<file path="config.mk">
export PLATFORM = sky130hd
export DESIGN_NAME = pipe_csa_sub128
export DESIGN_NICKNAME = d
export VERILOG_FILES = /design/src/rtl/pipe_csa_sub128.sv
export SDC_FILE = /design/constraint.sdc
export NUM_CORES = 2
export LEC_CHECK = 0
export BUFFER_PORTS_ARGS = -buffer_cell sky130_fd_sc_hd__buf_2
export CAP_MARGIN = 40
export CORE_AREA = 2 2 209 294
export CTS_CLUSTER_SIZE = 10
export DETAILED_ROUTE_END_ITERATION = 10
export DIE_AREA = 0 0 211 296
export PLACE_DENSITY = 0.8
export SLEW_MARGIN = 20
export SYNTH_ARGS = -nofsm -noshare
export SYNTH_HDL_FRONTEND = slang
export SYNTH_SLANG_ARGS = --single-unit
</file>
<file path="constraint.sdc">
create_clock -name clk -period 30.1 [get_ports clk]
set_input_delay 3.01 -clock clk [delete_from_list [all_inputs] [get_ports clk]]
set_output_delay 3.01 -clock clk [all_outputs]
set_load 0.01 [all_outputs]
</file>
<file path="src/rtl/pipe_csa_sub128.sv">
// Pipelined valid/ready 128-bit subtractor, D = A - B - BIN, built from 4-bit carry-select blocks.
// Define PIPE_CSA_SUB_ADDSUB_EN to add an 'op' input that selects addition (op=1) per beat.
module pipe_csa_sub128 #(
  parameter int N      = 128,
  parameter int SLICE  = 32,
  parameter int STAGES = 4
) (
  input  logic         clk,
  input  logic         rst,
  input  logic         in_valid,
  output logic         in_ready,
  input  logic [N-1:0] a,
  input  logic [N-1:0] b,
  input  logic         bin,
`ifdef PIPE_CSA_SUB_ADDSUB_EN
  input  logic         op,
`endif
  output logic         out_valid,
  input  logic         out_ready,
  output logic [N-1:0] d,
  output logic         bout,
  output logic         ovf
);

  localparam int L = STAGES - 1;

  // Slice adder: each 4-bit block precomputes both carry-in results, the rippling carry picks one.
  function automatic logic [SLICE:0] csaSlice(input logic [SLICE-1:0] x,
                                              input logic [SLICE-1:0] y,
                                              input logic             cin);
    logic             c;
    logic [SLICE-1:0] s;
    logic [4:0]       s0;
    logic [4:0]       s1;
    c = cin;
    s = '0;
    for (int j = 0; j < SLICE / 4; j++) begin
      s0 = {1'b0, x[4*j +: 4]} + {1'b0, y[4*j +: 4]};
      s1 = {1'b0, x[4*j +: 4]} + {1'b0, y[4*j +: 4]} + 5'd1;
      s[4*j +: 4] = c ? s1[3:0] : s0[3:0];
      c = c ? s1[4] : s0[4];
    end
    return {c, s};
  endfunction

  logic         r_valid [STAGES];
  logic [N-1:0] r_a     [STAGES];
  logic [N-1:0] r_bx    [STAGES];
  logic [N-1:0] r_d     [STAGES];
  logic         r_c     [STAGES];
  logic         r_op    [STAGES];
  logic         r_bout;
  logic         r_ovf;

  logic         w_sValid [STAGES];
  logic [N-1:0] w_sA     [STAGES];
  logic [N-1:0] w_sBx    [STAGES];
  logic [N-1:0] w_sD     [STAGES];
  logic         w_sC     [STAGES];
  logic         w_sOp    [STAGES];
  logic [SLICE:0] w_slice [STAGES];

  logic         w_nValid [STAGES];
  logic [N-1:0] w_nA     [STAGES];
  logic [N-1:0] w_nBx    [STAGES];
  logic [N-1:0] w_nD     [STAGES];
  logic         w_nC     [STAGES];
  logic         w_nOp    [STAGES];
  logic         w_nBout;
  logic         w_nOvf;

  logic         w_op0;
  logic         w_stall;

`ifdef PIPE_CSA_SUB_ADDSUB_EN
  assign w_op0 = op;
`else
  assign w_op0 = 1'b0;
`endif

  // A single stall freezes the whole pipe, so a stalled result simply stays on the outputs.
  assign w_stall   = r_valid[L] & ~out_ready;
  assign in_ready  = ~w_stall;
  assign out_valid = r_valid[L];
  assign d         = r_d[L];
  assign bout      = r_bout;
  assign ovf       = r_ovf;

  // Stage sources: stage 0 sees the (conditionally inverted) operands, later stages see the previous register.
  always_comb begin
    w_sValid[0] = in_valid;
    w_sA[0]     = a;
    w_sBx[0]    = w_op0 ? b : ~b;
    w_sC[0]     = w_op0 ? bin : ~bin;
    w_sD[0]     = '0;
    w_sOp[0]    = w_op0;
    for (int k = 1; k < STAGES; k++) begin
      w_sValid[k] = r_valid[k-1];
      w_sA[k]     = r_a[k-1];
      w_sBx[k]    = r_bx[k-1];
      w_sC[k]     = r_c[k-1];
      w_sD[k]     = r_d[k-1];
      w_sOp[k]    = r_op[k-1];
    end
  end

  // Each stage resolves its own slice; bubbles load zeros so idle operand values never reach the outputs.
  always_comb begin
    for (int k = 0; k < STAGES; k++) begin
      w_slice[k]  = csaSlice(w_sA[k][k*SLICE +: SLICE], w_sBx[k][k*SLICE +: SLICE], w_sC[k]);
      w_nValid[k] = w_sValid[k];
      w_nA[k]     = w_sA[k];
      w_nBx[k]    = w_sBx[k];
      w_nOp[k]    = w_sOp[k];
      w_nC[k]     = w_slice[k][SLICE];
      w_nD[k]     = w_sD[k];
      w_nD[k][k*SLICE +: SLICE] = w_slice[k][SLICE-1:0];
      if (!w_sValid[k]) begin
        w_nA[k]  = '0;
        w_nBx[k] = '0;
        w_nOp[k] = 1'b0;
        w_nC[k]  = 1'b0;
        w_nD[k]  = '0;
      end
    end
  end

  // With bx already inverted for subtraction, one overflow form covers both add and subtract.
  always_comb begin
    w_nBout = w_nValid[L] & (w_nC[L] ^ ~w_nOp[L]);
    w_nOvf  = w_nValid[L] & ~(w_nA[L][N-1] ^ w_nBx[L][N-1]) & (w_nD[L][N-1] ^ w_nA[L][N-1]);
  end

  // Pipeline registers: async clear, otherwise advance one stage per unstalled cycle.
  always_ff @(posedge clk or posedge rst) begin
    if (rst) begin
      for (int k = 0; k < STAGES; k++) begin
        r_valid[k] <= 1'b0;
        r_a[k]     <= '0;
        r_bx[k]    <= '0;
        r_d[k]     <= '0;
        r_c[k]     <= 1'b0;
        r_op[k]    <= 1'b0;
      end
      r_bout <= 1'b0;
      r_ovf  <= 1'b0;
    end else if (!w_stall) begin
      for (int k = 0; k < STAGES; k++) begin
        r_valid[k] <= w_nValid[k];
        r_a[k]     <= w_nA[k];
        r_bx[k]    <= w_nBx[k];
        r_d[k]     <= w_nD[k];
        r_c[k]     <= w_nC[k];
        r_op[k]    <= w_nOp[k];
      end
      r_bout <= w_nBout;
      r_ovf  <= w_nOvf;
    end
  end

endmodule

</file>
# [Word-level counts from Yosys, hierarchy flattened]
# Cells that the tools add are included.
[totals] romBits=0 out_inout_bits=132 register_bits=1097 latchBits=0 mem_bits_rw=0 memories=0 input_bits=261 wordCells=174
[op_classes] n_bitwise=11 n_shift=0 multipliers=0 add_sub_neg=64 n_reduce_logical=0 div_mod_pow=0 mux=80 n_lt_le_gt_ge=0 n_eq_ne=0
[ops] cell="$mux W128" n=9
[ops] cell="$add A4 B4 Y5" n=32
[ops] cell="$add A5 B1 Y5 const B" n=32
[ops] cell="$mux W4" n=32
[ops] cell="$not A128 Y128" n=1
[ops] cell="$mux W96" n=1
[ops] cell="$mux W64" n=1
[ops] cell="$mux W1" n=36
[ops] cell="$mux W32" n=1
[ops] cell="$and A1 B1 Y1" n=4
[ops] cell="$not A1 Y1" n=4
[ops] cell="$xor A1 B1 Y1" n=2

# [Depth between registers and ports, before layout]
[depth] depth_word=13 ltp_mapped=19 depth_no_buf=19

# [Worst setup path before layout]
# Ideal clock, no wire load.
[synth_path] path_kind="input to register" start="input b[0]" end="register r_c[3] (netlist name)" n_path_buf=0 path_stages=19 required_ns=29.978 setup_time_ns=0.122 setup_slack_ns=22.646 arrival_time_ns=7.333 cell_sequence="inv_1 ha_1 inv_1 fa_1 inv_1 ha_1 nor2b_1 and3_1 a2111oi_0 o22ai_1 nand3_1 or3b_1 mux2i_1 mux2i_1 mux2i_1 mux2i_1 xnor2_2 or3_1 a32o_1"
[synth_between] elab_chain_cells=12
[synth_lines] item="from (decl)" line_no="13" rtl="input logic [N-1:0] b,"
[synth_lines] item="$not A128 Y128 (*)" line_no="93" rtl="w_sBx[0] = w_op0 ? b : ~b;"
[synth_lines] item="$add A4 B4 Y5 (*)" line_no="38, 39"
[synth_lines] item="$add A5 B1 Y5" line_no="39" rtl="s1 = {1'b0, x[4*j +: 4]} + {1'b0, y[4*j +: 4]} + 5'd1;"
[synth_lines] item="$mux W1 (*) (8 in a row)" line_no="41" rtl="c = c ? s1[4] : s0[4];"
[synth_lines] item="$mux W1 (*)" line_no="118" rtl="if (!w_sValid[k]) begin"
[synth_lines] item="to (signal, indexed assignment)" line_no="153" rtl="r_c[k] <= w_nC[k];"
[synth_lines] item="to (decl)" line_no="50" rtl="logic r_c [STAGES];"
# Mark *: on every way between the ends. The rest lies on a longest branch, timed or not.
# A chain may end at the register's enable or synchronous reset.

# [Worst setup path after layout]
# Same ends and word-level chain as after synthesis.

==> impl_metrics.env <==
export IMPL_yosysUniqueCellTypes=62
export IMPL_drive_gt1_frac=0.137
export IMPL_setup_worst_path_end_class="register"
export IMPL_area_growth_pct=11.6
export IMPL_ys_ff_latch=713
export IMPL_post_cts_buffers=0
export IMPL_pwr_density_cell_nw_per_um2=76.2
export IMPL_arrival_ns=7.93
export IMPL_drt_wirelength_per_cell_um=17.0
export IMPL_timing_hold_ws_ns=0.457
export IMPL_fin_skew_ns=0.0191
export IMPL_initial_core_util=0.583
export IMPL_cts_tree="yes"
export IMPL_crit_required_ns=30.61
export IMPL_via_count=26522
export IMPL_setup_viol=0
export IMPL_crit_fanout=7
export IMPL_die_h_um=296
export IMPL_io_buffers=392
export IMPL_ioPinCount=393
export IMPL_layout_commonest_cell="nand2_1"
export IMPL_path_clk_slew_ns=0.06
export IMPL_syn_cell_area_sq_um=35000
export IMPL_routed_via_density=5.57
export IMPL_synth_edff_count=0
export IMPL_finalWeightedCongestion=0.823
export IMPL_fin_crit_sh=0.247
export IMPL_vdd_drop_max_v=0.0000461
export IMPL_critPathKind="input port to register"
export IMPL_tns_ns=0
export IMPL_nNetsFinal=4432
export IMPL_grt_pass1_vias=26270
export IMPL_start_kind="input port"
export IMPL_dp_hpwl_mm=54.4
export IMPL_rsz0062_at_grt="no"
export IMPL_ant_nets=0
export IMPL_regArea_sq_um=17900
export IMPL_syn_inst=3810
export IMPL_grt_max_degree=175
export IMPL_worst_pin_slew_ns=0.982
export IMPL_detail_route_first_pass_iterations=5
export IMPL_cts_hold_buffers_added=0
export IMPL_synthFlopType="dfrtp_1"
export IMPL_ys_warn_count=0
export IMPL_power_switching_mw=1.03
export IMPL_seqPwrFrac=0.444
export IMPL_dp_cells=4655
export IMPL_rows=107
export IMPL_core_sq_um=60100
export IMPL_antenna_found_initial=16
export IMPL_synth_net_count=4263
export IMPL_ctsLongestPathBuffers=3
export IMPL_cts_buffers=81
export IMPL_switching_share=0.347
export IMPL_wl_mm=80.9
export IMPL_maxCapViolCount=0
export IMPL_layout_common_cells="nand2_1, dfrtp_1, nand3_1"
export IMPL_cts_root_buf="clkbuf_16"
export IMPL_final_cells=4765
export IMPL_max_freq_mhz=135
export IMPL_cts_sinks=713
export IMPL_grt_util_all_layers=0.260
export IMPL_drt_iter0_drc=1871
export IMPL_finalCoreUtilization=0.650
export IMPL_drc=0
export IMPL_max_slew_margin_rel=0.345
export IMPL_hold_viol_final=0
export IMPL_ys_async_sr_fraction=1.00
export IMPL_multi_input_area_sq_um=15100
export IMPL_synth_avg_cell_area_sq_um=9.19
export IMPL_fillers=4917
export IMPL_layout_min_cycle_time_ns=7.43
export IMPL_pwr_share_comb=0.266
export IMPL_outcome="completed"
export IMPL_die_area_sq_um=62500
export IMPL_cts_resized=0
export IMPL_gr_total_overflow=0
export IMPL_p_leak_nw=21.1
export IMPL_power_frac_clock=0.289
export IMPL_h_tree_depth=3
export IMPL_final_max_slew_viol_count=0
export IMPL_hold_class="register to register"
export IMPL_clk_latency_ns=0.62
export IMPL_p_int_mw=1.94
export IMPL_grt_pass1_wl_mm=131
export IMPL_die_w_um=211
export IMPL_seq_area_frac_synth=0.510
layout make-up:
class	count	area share
antenna	9	0.000576
clock buffer	92	0.0543
clock inverter	5	0.00179
inverter	78	0.00794
multi-input combinational	2668	0.386
sequential	713	0.457
tap	763	0.0244
timing repair buffer	437	0.0678
sequential cells by signal, indices dropped and copies added, names as in the netlist:
register,flops
out_valid,1
r_valid,3
ovf,1
d,128
r_bx,192
r_a,192
r_c,3
r_d,192
bout,1
path summary, 6_finish.rpt:
check / cells after the start / slack, ns / endpoint / start
max in group asynchronous: 6 / 25.72 / r_bx[354] / rst
max: 20 / 22.67 / r_c[3] / b[0]
max reg2reg: 15 / 24.71 / d[127] / r_bx[224]
min: 2 / 0.46 / d[53] / d[53]
min in group asynchronous: 2 / 2.52 / d[43] / rst
min reg2reg: 2 / 0.46 / d[53] / d[53]
layer usage:
layer	vias to the layer above	track usage	share of wire
li1	12866	-	-
met1	12820	0.324	0.40
met2	630	0.440	0.50
met3	192	0.0509	0.050
met4	14	0.118	0.043
met5	-	0	0.00099
worst max-delay path: stages:
cell	delay, ns
buf_2	0.09
inv_1	0.04
ha_1	0.15
inv_1	0.05
fa_1	0.50
inv_1	0.06
ha_1	0.18
nor2b_1	0.15
and3_1	0.18
a2111oi_0	0.39
o22ai_1	0.30
nand3_1	0.15
or3b_1	0.44
mux2i_1	0.29
mux2i_1	0.35
mux2i_1	0.39
mux2i_1	0.31
xnor2_2	0.20
or3_1	0.41
a32o_1	0.26
cell usage after synthesis, types with 3 or more instances:
library cell / count / area share
nand2b_1: 9 / 0.0016
nand2_1: 1227 / 0.13
dfrtp_1: 713 / 0.51
mux2i_1: 42 / 0.012
nor3_1: 3 / 0.00043
a32o_1: 4 / 0.0011
nand3_1: 517 / 0.074
clkbuf_1: 189 / 0.020
nor4b_1: 4 / 0.0010
o21ai_0: 130 / 0.019
buf_4: 128 / 0.027
nor2_1: 35 / 0.0038
nand4b_1: 12 / 0.0030
nor4_1: 4 / 0.00071
nand4_1: 14 / 0.0025
and3_1: 7 / 0.0013
a21o_1: 61 / 0.013
o31a_1: 3 / 0.00075
a21oi_1: 65 / 0.0093
xor2_1: 61 / 0.015
fa_1: 32 / 0.018
xnor2_1: 109 / 0.027
nor2b_1: 14 / 0.0025
o31ai_1: 103 / 0.022
nand3b_1: 10 / 0.0021
inv_1: 77 / 0.0083
ha_1: 160 / 0.057
buf_1: 33 / 0.0035
power by group through the flow:
stage                     logic [mW]  registers, mW  clock network, mW
after floorplan                0.630           1.27                  0
after global placement         0.742           1.33                  0
after detailed placement       0.789           1.34                  0
after CTS                      0.795           1.32              0.880
after global routing           0.894           1.35              0.915
final                          0.793           1.32              0.861
per-stage QoR:
stage,power [mW],worst slack [ns],instance area [sq um]
after floorplan,1.90,7.09,35000
after global placement,2.07,22.05,36400
after detailed placement,2.12,22.04,36800
after CTS,3.00,22.54,39000
after global routing,3.16,22.35,39100
final,2.98,22.67,39100
cell families (layout without fill, tap and decap cells):
group | Yosys count | in the layout | synth area share
xor+xnor | 173 | 173 | 0.0439
compound gates | 384 | 384 | 0.0692
simple gates | 1873 | 1873 | 0.229
other cells | 0 | 9 | 0
mux | 46 | 46 | 0.0134
flops | 713 | 713 | 0.510
fa+ha+maj | 192 | 192 | 0.0755
buf+inv | 429 | 612 | 0.0597
Power figures use the tool's default switching activity.
